File: config.mk
export PLATFORM = sky130hd
export DESIGN_NAME = alu_arbiter
export DESIGN_NICKNAME = d
export VERILOG_FILES = /design/src/rtl/alu_arb_pkg.sv /design/src/rtl/rr_picker.sv /design/src/rtl/alu_arbiter.sv
export SDC_FILE = /design/constraint.sdc
export NUM_CORES = 1
export LEC_CHECK = 0
export CAP_MARGIN = 5
export CORE_AREA = 3 3 118 120
export CTS_CLUSTER_SIZE = 10
export DETAILED_ROUTE_END_ITERATION = 6
export DIE_AREA = 0 0 121 123
export HOLD_SLACK_MARGIN = 0.08
export PLACE_DENSITY = 0.79
export SYNTH_ARGS = -nofsm -noshare
export SYNTH_HDL_FRONTEND = slang
export SYNTH_SLANG_ARGS = --single-unit
export TNS_END_PERCENT = 5
File: constraint.sdc
create_clock -name clk -period 4.3 [get_ports clk]
set_input_delay 0.43 -clock clk [delete_from_list [all_inputs] [get_ports clk]]
set_output_delay 0.43 -clock clk [all_outputs]
set_load 0.01 [all_outputs]
File: src/rtl/alu_arb_pkg.sv
// alu_arb_pkg: shared FSM state type, perf counter width and one-hot helper for alu_arbiter.
package alu_arb_pkg;

    typedef enum logic [1:0] {IDLE, EXEC, RESP} arb_state_e;

    localparam int PERF_CW = 16;

    // Sized for the largest supported NREQ (8); callers truncate to NREQ bits.
    function automatic logic [7:0] onehot(input logic [2:0] idx);
        return 8'b1 << idx;
    endfunction

endpackage

File: src/rtl/rr_picker.sv
// rr_picker: combinational round-robin search for the first valid requester at or above ptr, with wrap.
module rr_picker #(
    parameter int NREQ = 2
) (
    input  logic [NREQ-1:0]                          valid,
    input  logic [((NREQ > 1) ? $clog2(NREQ) : 1)-1:0] ptr,
    output logic                                     found,
    output logic [((NREQ > 1) ? $clog2(NREQ) : 1)-1:0] idx
);

    localparam int IW = (NREQ > 1) ? $clog2(NREQ) : 1;

    logic [IW-1:0] k;

    // Scan offsets from farthest to nearest so the nearest valid requester wins.
    always_comb begin
        found = 1'b0;
        idx   = '0;
        k     = '0;
        for (int i = NREQ - 1; i >= 0; i--) begin
            k = IW'((int'(ptr) + i) % NREQ);
            if (valid[k]) begin
                found = 1'b1;
                idx   = k;
            end
        end
    end

endmodule

File: src/rtl/alu_arbiter.sv
// alu_arbiter: round-robin sharing of one combinational ALU between NREQ requesters with a valid/ready response.
// Optional per-requester grant counters on perf_grants_o when ALU_ARB_PERF_EN is defined.
module alu_arbiter
    import alu_arb_pkg::*;
#(
    parameter int DWIDTH = 32,
    parameter int NREQ   = 2,
    parameter int SELW   = 2
) (
    input  logic                     clk,
    input  logic                     rst,
    input  logic [NREQ-1:0]          req_valid_i,
    output logic [NREQ-1:0]          req_ready_o,
    input  logic [NREQ*DWIDTH-1:0]   req_op1_i,
    input  logic [NREQ*DWIDTH-1:0]   req_op2_i,
    input  logic [NREQ*SELW-1:0]     req_sel_i,
    output logic [NREQ-1:0]          resp_valid_o,
    input  logic [NREQ-1:0]          resp_ready_i,
    output logic [DWIDTH-1:0]        resp_res_o,
    output logic [DWIDTH-1:0]        alu_op1_o,
    output logic [DWIDTH-1:0]        alu_op2_o,
    output logic [SELW-1:0]          alu_sel_o,
    input  logic [DWIDTH-1:0]        alu_res_i,
`ifdef ALU_ARB_PERF_EN
    output logic [NREQ*PERF_CW-1:0]  perf_grants_o,
`endif
    output logic                     busy_o
);

    localparam int IW = (NREQ > 1) ? $clog2(NREQ) : 1;

    arb_state_e        state, state_n;
    logic [IW-1:0]     ptr, grant, winner;
    logic              found, accept;
    logic [DWIDTH-1:0] op1_q, op2_q, res_q;
    logic [SELW-1:0]   sel_q;

    rr_picker #(.NREQ(NREQ)) u_pick (
        .valid (req_valid_i),
        .ptr   (ptr),
        .found (found),
        .idx   (winner)
    );

    assign accept = (state == IDLE) && found;

    always_comb begin
        state_n = state;
        if (state == IDLE)
            state_n = found ? EXEC : IDLE;
        else if (state == EXEC)
            state_n = RESP;
        else
            state_n = resp_ready_i[grant] ? IDLE : RESP;
    end

    always_ff @(posedge clk or posedge rst) begin
        if (rst) begin
            state <= IDLE;
            ptr   <= '0;
            grant <= '0;
            op1_q <= '0;
            op2_q <= '0;
            sel_q <= '0;
            res_q <= '0;
        end else begin
            state <= state_n;
            if (accept) begin
                grant <= winner;
                ptr   <= (winner == IW'(NREQ - 1)) ? '0 : winner + 1'b1;
                op1_q <= req_op1_i[winner*DWIDTH +: DWIDTH];
                op2_q <= req_op2_i[winner*DWIDTH +: DWIDTH];
                sel_q <= req_sel_i[winner*SELW +: SELW];
            end
            if (state == EXEC)
                res_q <= alu_res_i;
        end
    end

    // Ready is gated by rst so the comb path stays quiet while reset is held.
    assign req_ready_o  = (accept && !rst) ? NREQ'(onehot(3'(winner))) : '0;
    assign resp_valid_o = (state == RESP) ? NREQ'(onehot(3'(grant))) : '0;
    assign resp_res_o   = (state == RESP) ? res_q : '0;
    assign alu_op1_o    = (state == EXEC) ? op1_q : '0;
    assign alu_op2_o    = (state == EXEC) ? op2_q : '0;
    assign alu_sel_o    = (state == EXEC) ? sel_q : '0;
    assign busy_o       = state != IDLE;

`ifdef ALU_ARB_PERF_EN
    always_ff @(posedge clk or posedge rst) begin
        if (rst)
            perf_grants_o <= '0;
        else if (accept)
            perf_grants_o[winner*PERF_CW +: PERF_CW] <= perf_grants_o[winner*PERF_CW +: PERF_CW] + 1'b1;
    end
`endif

endmodule

# Word level (Yosys, flattened, before mapping)
# Index checks and enable logic that the tools add are counted.
[word_totals] rom_bits=0 memories=0 mem_bits_rw=0 word_cells=45 latchBits=0 register_bits=102
[classes] n_div=0 n_reduce_logical=5 muxes=21 order_cmp=3 shifts=5 n_bitwise=0 n_addsub=2 n_mul=0 n_eq_ne=2
[op_table] op="64-bit by 7-bit indexed part select with 32-bit output" count=2
[op_table] op="32-bit 2-to-1 mux" count=3
[op_table] op="1-bit 2-to-1 mux" count=12
[op_table] op="2-bit 2-to-1 mux" count=6
[op_table] op="1-bit by 2-bit < comparator with 1-bit output (second input constant)" count=3
[op_table] op="4-bit by 3-bit indexed part select with 2-bit output" count=1
[op_table] op="1-bit by 1-bit left shift with 2-bit output (first input constant)" count=2
[op_table] op="1-bit adder (second input constant)" count=2
[op_table] op="2-bit by 1-bit equality test with 1-bit output (second input constant)" count=1
[op_table] op="2-bit equality test (second input constant)" count=1
[op_table] op="1-bit logical AND" count=2
[op_table] op="2-bit zero test" count=1
[op_table] op="2-bit nonzero test" count=1
[op_table] op="1-bit zero test" count=1

# Logic depth before layout (Yosys ltp)
# Gate-level depths: netlist of the first run.
[logic_depth] ltp_word=8 depth_mapped=6

# Modules after synthesis
# From an unflattened synthesis of the first run, not the netlist that was laid out.
[unflattened] hier_cells=411 hier_area_um2=5391.4
[modules_own_cells] module="alu_arbiter" cells_each=408 instances=1 area_per_inst_um2=5373.9 seq_area_each_um2=2552.4
[modules_own_cells] module="rr_picker" cells_each=3 instances=1 area_per_inst_um2=17.5 seq_area_each_um2=0.0

# Worst setup path after synthesis of the first run
# OpenSTA, ideal clock, no wires.
[synth_timing] path_kind="input port to output port" start="in rst" end="out req_ready_o[0]" arrival_time_ps=2938 path_stages=2 n_path_buf=0 slack_ps=932 path_cell_list="inv_1 -> and2_1"
[synth_via] elab_chain_len=3
[synth_rtl] element="start: declaration" line_no="alu_arbiter.sv:11" source="input logic rst,"
[synth_rtl] element="1-bit zero test" line_no="alu_arbiter.sv:81" source="assign req_ready_o = (accept && !rst) ? NREQ'(onehot(3'(winner))) : '0;"
[synth_rtl] element="1-bit logical AND" line_no="alu_arbiter.sv:81"
[synth_rtl] element="2-bit 2-to-1 mux" line_no="alu_arbiter.sv:81"
[synth_rtl] element="end: declaration" line_no="alu_arbiter.sv:13" source="output logic [NREQ-1:0] req_ready_o,"
# No other way between the ends.

# Worst setup path in the final report of the first run
[layout_timing] start="reg state[1]" end="out alu_op2_o[17]"
[layout_via] elab_chain_len=2
[layout_rtl] element="start: declaration" line_no="alu_arbiter.sv:32" source="arb_state_e state, state_n;"
[layout_rtl] element="start signal: assignment" line_no="alu_arbiter.sv:67" source="state <= state_n;"
[layout_rtl] element="2-bit by 1-bit equality test with 1-bit output" line_no="alu_arbiter.sv:85" source="assign alu_op2_o = (state == EXEC) ? op2_q : '0;"
[layout_rtl] element="32-bit 2-to-1 mux" line_no="alu_arbiter.sv:85"
[layout_rtl] element="end: declaration" line_no="alu_arbiter.sv:21" source="output logic [DWIDTH-1:0] alu_op2_o,"
# No other way between the ends.

==> qor.txt, run 1 <==
clk_lat worst skew: 0.33 ns
critical path arrival: 2.49 ns
Slew Limit Fails: 0
worst hold-check path type: register to register
global-route wire length before repair: 24200 um
PortBufs: 272
Logic pwr share: 50.8%
global routing usage on met1: 25.5%
fmax: 0.342 GHz
status: finished, final reports clean
PD cells: 615 nW/um^2
Area growth, synth to finish: 61.0%
flops & latches, synth: 102
initial antenna violation count: 0
met3 Use GR: 5.22%
Die H: 123 um
routed vias/inst: 5.17
clock power share: 15.1%
unrepaired setup endpoints after global routing: false
Switching Share: 33.1%
all-layer global routing usage: 20.5%
GR Util met2: 34.8%
ANT nets after route: 0
DR DRC count: 0
clock buffer count from CTS: 9
Design Area, Final: 8080 um^2
Post-CTS Resized: 0
maxcap violations: 0
WS Path Type: register to output pin
sequential group share of total power: 34.1%
sequential cell area fraction in the yosys report: 50.8%
Area after DPL: 7810 um^2
GRT Max-Usage Layer: met2
Max FO, Critical Path: 70
Slew Limit Headroom: 26.3%
CTS tree: built
core area: 13100 um^2
H-tree levels: 3
GP Congestion: 0.787
largest net degree at the start of global routing: 71
Internal Power: 0.00332 W
leakage power: 3.27 nW
die area: 14900 um^2
Worst-Margin Slew: 1.11 ns
Die Wd: 121 um
wire per inst: 18.4 um
Min Clock Period, post-route: 2.92 ns
final hold vios: 0
HPWL Detailed: 11100 um
Max Clock Skew: 0.00474 ns
share of layout cells above drive strength 1: 8.69%
Mapped Area: 5020 um^2
vias: 4417
peak supply drop: 0.000306 V
Mapped Cells: 428
Ys Warns: 0
I/O pin count: 273
Final setup viols: 0
data required time at the worst endpoint: 3.87 ns
root buf cell: clkbuf_16
grt ovf: 0
switching pwr: 0.00164 W
post-CTS repair timing setup buffer count: 0
syn nets: 598
drt first pass iters: 4
vias in the first global route: 4532
Post-Layout Cell Count: 855
setup TNS: 0 ns
deepest clock path buffer count: 2
antenna cells: 0
Clock Sinks: 102
CP startpoint kind: register
Nets: 845
Reg clk slew, reported paths: 0.06 ns
DR iter-0 viols: 238
final worst-path cycle share: 68.0%
syn_area_per_cell: 11.7 um^2
Post-Place Cells: 840
Routed WL: 15700 um
num rows: 42
Critical Path Sink Type: output pin
Yosys cell types: 21
initial cell density of the core: 38.4%
hold buffers post-CTS: 0
## layer usage
layer  up-vias  wire length (um)
met5         -                 0
met4         0               402
met3        29              1310
met2       209              7760
met1      2118              6220
li1       2061                 -
## layout make-up
type                       count  area (um^2)
inverter                       2         10.0
fill                        1047         5000
multi-input combinational    281         2250
sequential                   102         2550
clock buffer                  14          264
clock inverter                 1         5.00
timing repair buffer         279         2780
tap                          176          220
## registers in the layout (all words and copies together) (netlist names)
signal  cells
grant       1
op2_q      32
state       2
res_q      32
ptr         1
sel_q       2
op1_q      32
## per-stage QoR
stage / power (W) / setup WS, ns / hold WS [ns] / utilization [%]
6_report: 0.00497 / 1.38 / 0.498 / 61.8
5_1_grt: 0.00531 / 1.18 / 0.507 / 61.8
4_1_cts: 0.00503 / 1.32 / 0.502 / 61.8
3_5_place_dp: 0.00425 / 1.70 / 0.487 / 59.7
3_3_place_gp: 0.00417 / 1.73 / 0.479 / 59.7
2_1_floorplan: 0.00320 / 0.932 / 0.472 / -
## cell usage in the layout, fill, tap and decap left out, drive strengths merged, types with 2 or more instances in the layout
cell / synthesis / final
buf: 21 / 7
dfrtp: 102 / 102
nand2: 2 / 2
and3: 2 / 2
clkbuf: 22 / 14
inv: 2 / 2
mux2: 32 / 32
nor2: 4 / 4
nor2b: 2 / 2
and2: 100 / 100
a221o: 66 / 66
clkdlybuf4s50: 0 / 272
o21a: 67 / 67
## Yosys cell counts
master | instances | share of area [%]
nor2b_1 | 2 | 0.25
buf_6 | 5 | 1.1
nor2_2 | 1 | 0.12
mux2_2 | 32 | 7.2
o21a_1 | 67 | 10
a221o_1 | 66 | 13
inv_1 | 1 | 0.075
and3_1 | 2 | 0.25
nand3_1 | 1 | 0.10
nand2b_1 | 1 | 0.12
o21ai_0 | 1 | 0.10
nor2_1 | 3 | 0.22
nand2_1 | 2 | 0.15
inv_2 | 1 | 0.075
mux2i_1 | 1 | 0.20
dfrtp_1 | 102 | 51
and2b_1 | 1 | 0.15
and2_1 | 100 | 12
clkbuf_1 | 22 | 1.6
buf_2 | 16 | 1.6
a21o_1 | 1 | 0.15
## power by group through the flow
stage,sequential (W),clock (W),combinational [W]
after floorplan,0.00160,0,0.00160
after global placement,0.00168,0,0.00249
after detailed placement,0.00170,0,0.00255
after CTS,0.00169,0.000769,0.00257
after global routing,0.00175,0.000807,0.00275
final,0.00169,0.000748,0.00253
## worst max-delay path: stages, from the launching register on
cell and delay [ns]:
dfrtp_1 0.41, and2b_2 0.38, buf_4 0.54, and2_1 0.24, clkdlybuf4s50_1 0.54
## cells by family after synthesis
kind of cell,share of synthesized area [%]
AO/OA/AOI/OAI,23.4
buffers and inverters,4.51
flip-flops,50.8
multiplexers,7.38
AND/OR/NAND/NOR,13.8
## worst paths after layout
path,cells after the start,slack [ns],to,start
min reg2reg,1,0.50,res_q[12]$_DFFE_PP0N_,res_q[12]$_DFFE_PP0N_
min,1,0.50,res_q[12]$_DFFE_PP0N_,res_q[12]$_DFFE_PP0N_
max,4,1.38,alu_op2_o[17],state[1]$_DFF_PP0_
max reg2reg,4,2.11,res_q[25]$_DFFE_PP0N_,state[1]$_DFF_PP0_
max in group asynchronous,3,2.61,op1_q[11]$_DFFE_PP0P_,rst
min in group asynchronous,2,0.51,op2_q[11]$_DFFE_PP0P_,rst
(Power assumes the default switching activity.)
==> inputs of run 2 (changes only) <==
clock period = 2.92 ns   (was 4.3 ns; I/O delays follow)
==> run 2 against run 1 <==
Against the previous run:
- register-to-register slack lost 1.1 ns
- core utilization rose by 0.84 points
- power up 53%
- sequential cell count unchanged
- largest power group unchanged
==> qor.txt, run 2 (same netlist as run 1, synthesis figures left out) <==
critical path arrival: 2.29 ns
post-CTS repair timing setup buffer count: 0
PortBufs: 272
hold buffers post-CTS: 0
H-tree levels: 3
num rows: 42
peak supply drop: 0.000329 V
all-layer global routing usage: 21.7%
Area growth, synth to finish: 63.2%
fmax: 0.388 GHz
deepest clock path buffer count: 2
antenna cells: 0
initial cell density of the core: 38.4%
Die Wd: 121 um
WS Path Type: register to output pin
Min Clock Period, post-route: 2.58 ns
data required time at the worst endpoint: 2.63 ns
wire per inst: 19.0 um
vias in the first global route: 4975
met3 wire len: 1270 um
FF-to-FF setup slack: 1.03 ns
leakage power: 3.31 nW
initial antenna violation count: 0
met2 wire len: 7990 um
vias: 4550
Slew Limit Headroom: 49.5%
Clock Sinks: 102
Worst-Margin Slew: 0.757 ns
Routed WL: 16300 um
global-route wire length before repair: 25500 um
maxcap violations: 0
Die H: 123 um
GP Congestion: 0.806
commonest non-fill, non-tap cells in the layout: clkdlybuf4s50_1, dfrtp_1, and2_1
grt ovf: 0
CP startpoint kind: register
worst r2r dst: op2_q[6]$_DFFE_PP0P_
Final WS setup: 0.342 ns
CTS tree: built
Slew Limit Fails: 0
min-delay src: res_q[5]$_DFFE_PP0N_
share of layout cells above drive strength 1: 9.52%
die area: 14900 um^2
unrepaired setup endpoints after global routing: false
R2R Path Start: state[1]$_DFF_PP0_
worst hold margin: 0.496 ns
Max Clock Skew: 0.00660 ns
drt first pass iters: 5
highest layer used for signal routing: met4
Critical Path Sink Type: output pin
Post-CTS Resized: 0
clk_lat worst skew: 0.34 ns
I/O pin count: 273
worst hold-check path type: register to register
Max FO, Critical Path: 48
Final setup viols: 0
reg2reg path depth: 5
biggest registers after layout: op1_q (32), op2_q (32), res_q (32)
commonest non-fill, non-tap cell in the layout: clkdlybuf4s50_1
DR DRC count: 0
Reg clk slew, reported paths: 0.07 ns
HPWL Detailed: 11700 um
final hold vios: 0
pre-CTS WS: 0.682 ns
Met1 Wirelength: 6420 um
CP Capture Point: alu_op1_o[22]
Design Area, Final: 8190 um^2
final worst-path cycle share: 88.3%
routed vias/inst: 5.30
DR iter-0 viols: 259
Nets: 848
ANT nets after route: 0
core area: 13100 um^2
crit path from: state[1]$_DFF_PP0_
PD cells: 929 nW/um^2
clock buffer count from CTS: 9
setup TNS: 0 ns
Area after DPL: 7860 um^2
root buf cell: clkbuf_16
largest net degree at the start of global routing: 67
status: finished, final reports clean
run 2: changes by cell type in the layout (fill, tap and decap cells not counted), moves of 2 or more:
cell and delta:
clkinvlp_4 +3, buf_12 +2, bufinv_16 +2, clkbuf_1 -3
run 2: area by class of cell:
type,count,area [um^2]
Clock buffer,10,239
Fill cell,1018,4890
Tap cell,176,220
Inverter,2,11.3
Sequential cell,102,2550
Multi-Input combinational cell,281,2250
Clock inverter,6,92.6
Timing Repair Buffer,282,2820
run 2: power by group:
part / switching, W / internal [W] / total (W)
sequential: 0.000356 / 0.00212 / 0.00248
combinational: 0.00162 / 0.00219 / 0.00382
clock: 0.000540 / 0.000780 / 0.00132
total: 0.00252 / 0.00509 / 0.00761
run 2: how the worst min path moves through the flow:
| stage | to | cells past startpoint |
|---|---|---|
| after global placement | res_q[18]$_DFFE_PP0N_ | 1 |
| after detailed placement | res_q[5]$_DFFE_PP0N_ | 1 |
| after CTS | res_q[5]$_DFFE_PP0N_ | 1 |
| final | res_q[5]$_DFFE_PP0N_ | 1 |
| after floorplan | op1_q[24]$_DFFE_PP0P_ | 1 |
| after global routing | res_q[26]$_DFFE_PP0N_ | 1 |
run 2: worst max-delay path, stage by stage, from the launching register on:
cell and delay [ns]:
dfrtp_1 0.41, and2b_4 0.50, buf_12 0.28, and2_1 0.18
clkdlybuf4s50_1 0.54
run 2: routing by layer:
metal	up-vias	GRT usage (%)
met5	-	0
met4	0	10.3
met3	45	5.44
met2	233	37.3
met1	2208	25.6
li1	2064	-
run 2: per-stage QoR:
| stage | total power (W) | util [%] | cells |
|---|---|---|---|
| floorplan | 0.00472 | - | 428 |
| global placement | 0.00620 | 60.1 | 843 |
| detailed placement | 0.00632 | 60.1 | 843 |
| CTS | 0.00769 | 62.6 | 859 |
| global route | 0.00810 | 62.6 | 859 |
| finish | 0.00761 | 62.6 | 859 |
==> inputs of run 3 (changes only) <==
CTS_CLUSTER_DIAMETER = 120   (was not set)
RECOVER_POWER = 25   (was not set)
==> run 3 against run 2 <==
Against the previous run:
- register-to-register slack gained 0.02 ns
- largest cell class unchanged
- non-clock buffer count is the same
- critical endpoint unchanged
- count of clock-buffer cells in the layout unchanged
- fmax about the same
- clock skew decreased by 0.0010 ns
- the flow now finishes with violations (capacitance limit, slew limit)
==> qor.txt, run 3 (same netlist as run 1, synthesis figures left out) <==
Design Area, Final: 8180 um^2
Final setup viols: 0
Die Wd: 121 um
HPWL Detailed: 11700 um
Worst-Margin Slew: 1.68 ns
FF-to-FF setup slack: 1.05 ns
PortBufs: 272
all-layer global routing usage: 21.7%
min-delay src: res_q[5]$_DFFE_PP0N_
ANT nets after route: 0
clock buffer count from CTS: 9
root buf cell: clkbuf_16
Post-CTS Resized: 0
Post-Place Cells: 843
vias in the first global route: 4975
reg2reg path depth: 5
CTS tree: built
PD cells: 930 nW/um^2
final hold vios: 0
Area growth, synth to finish: 63.0%
R2R Path Start: state[1]$_DFF_PP0_
Die H: 123 um
final worst-path cycle share: 88.2%
CP startpoint kind: register
Reg clk slew, reported paths: 0.07 ns
drt first pass iters: 4
leakage power: 3.31 nW
initial cell density of the core: 38.4%
hold buffers post-CTS: 0
Slew Limit Fails: 24
post-CTS repair timing setup buffer count: 0
global-route wire length before repair: 25500 um
core area: 13100 um^2
routed vias/inst: 5.27
grt ovf: 0
I/O pin count: 273
vias: 4531
Min Clock Period, post-route: 2.58 ns
Max FO, Critical Path: 48
filler cell count: 1021
die area: 14900 um^2
peak supply drop: 0.000328 V
Area after DPL: 7860 um^2
critical path arrival: 2.28 ns
Post-Layout Cell Count: 859
largest net degree at the start of global routing: 67
GP Congestion: 0.806
Critical Path Sink Type: output pin
initial antenna violation count: 0
DR DRC count: 0
biggest registers after layout: op1_q (32), op2_q (32), res_q (32)
share of layout cells above drive strength 1: 9.37%
deepest clock path buffer count: 2
crit path from: state[1]$_DFF_PP0_
Routed WL: 16300 um
Nets: 848
Slew Limit Headroom: -12.7%
commonest non-fill, non-tap cell in the layout: clkdlybuf4s50_1
failing checks: capacitance limit, slew limit
clk_lat worst skew: 0.34 ns
data required time at the worst endpoint: 2.63 ns
setup TNS: 0 ns
fmax: 0.388 GHz
antenna cells: 0
Max Clock Skew: 0.00559 ns
wire per inst: 19.0 um
worst r2r dst: op2_q[6]$_DFFE_PP0P_
unrepaired setup endpoints after global routing: false
maxcap violations: 1
Clock Sinks: 102
num rows: 42
worst hold-check path type: register to register
H-tree levels: 3
status: complete, but fails checks
hold path endpoint: res_q[5]$_DFFE_PP0N_
commonest non-fill, non-tap cells in the layout: clkdlybuf4s50_1, dfrtp_1, and2_1
Worst Hold Depth: 1
WS Path Type: register to output pin
DR iter-0 viols: 262
[run 3: worst max path at each step]
stage	depth (start not counted)	slack, ns	to
floorplan	2	0.44	req_ready_o[0]
CTS	4	0.31	alu_op1_o[22]
detailed placement	4	0.68	alu_op1_o[22]
finish	4	0.34	alu_op1_o[22]
global placement	4	0.76	alu_op1_o[17]
global route	5	0.16	ptr$_DFFE_PP0P_
[run 3: where the power goes]
group | internal (W) | switching [W] | total, W
registers | 0.00212 | 0.000356 | 0.00248
logic | 0.00219 | 0.00162 | 0.00381
clock network | 0.000780 | 0.000542 | 0.00132
[run 3: layout make-up]
class / instances / area, um^2 / share of cell area [%]
sequential: 102 / 2550 / 31.2
clock buffer: 10 / 239 / 2.92
inverter: 2 / 11.3 / 0.138
tap: 176 / 220 / 2.69
clock inverter: 6 / 92.6 / 1.13
timing repair buffer: 282 / 2820 / 34.5
multi-input combinational: 281 / 2250 / 27.5
[run 3: metal layers]
metal	GRT usage, %	wire, um
met5	0	0
met1	25.6	6400
met3	5.44	1270
met4	10.3	580
met2	37.3	8040
[run 3: worst max-delay path, cell delays in order (launching register included)]
cell             delay, ns
dfrtp_1               0.41
and2b_4               0.50
buf_12                0.28
and2_1                0.18
clkdlybuf4s50_1       0.54
[run 3: through the flow]
| stage | worst slack (ns) | total power [W] | util, % | hold slack (ns) |
|---|---|---|---|---|
| after floorplan | 0.445 | 0.00472 | - | 0.437 |
| after global placement | 0.759 | 0.00620 | 60.1 | 0.480 |
| after detailed placement | 0.682 | 0.00632 | 60.1 | 0.488 |
| after CTS | 0.310 | 0.00769 | 62.6 | 0.503 |
| after global routing | 0.158 | 0.00809 | 62.5 | 0.513 |
| final | 0.344 | 0.00761 | 62.5 | 0.497 |
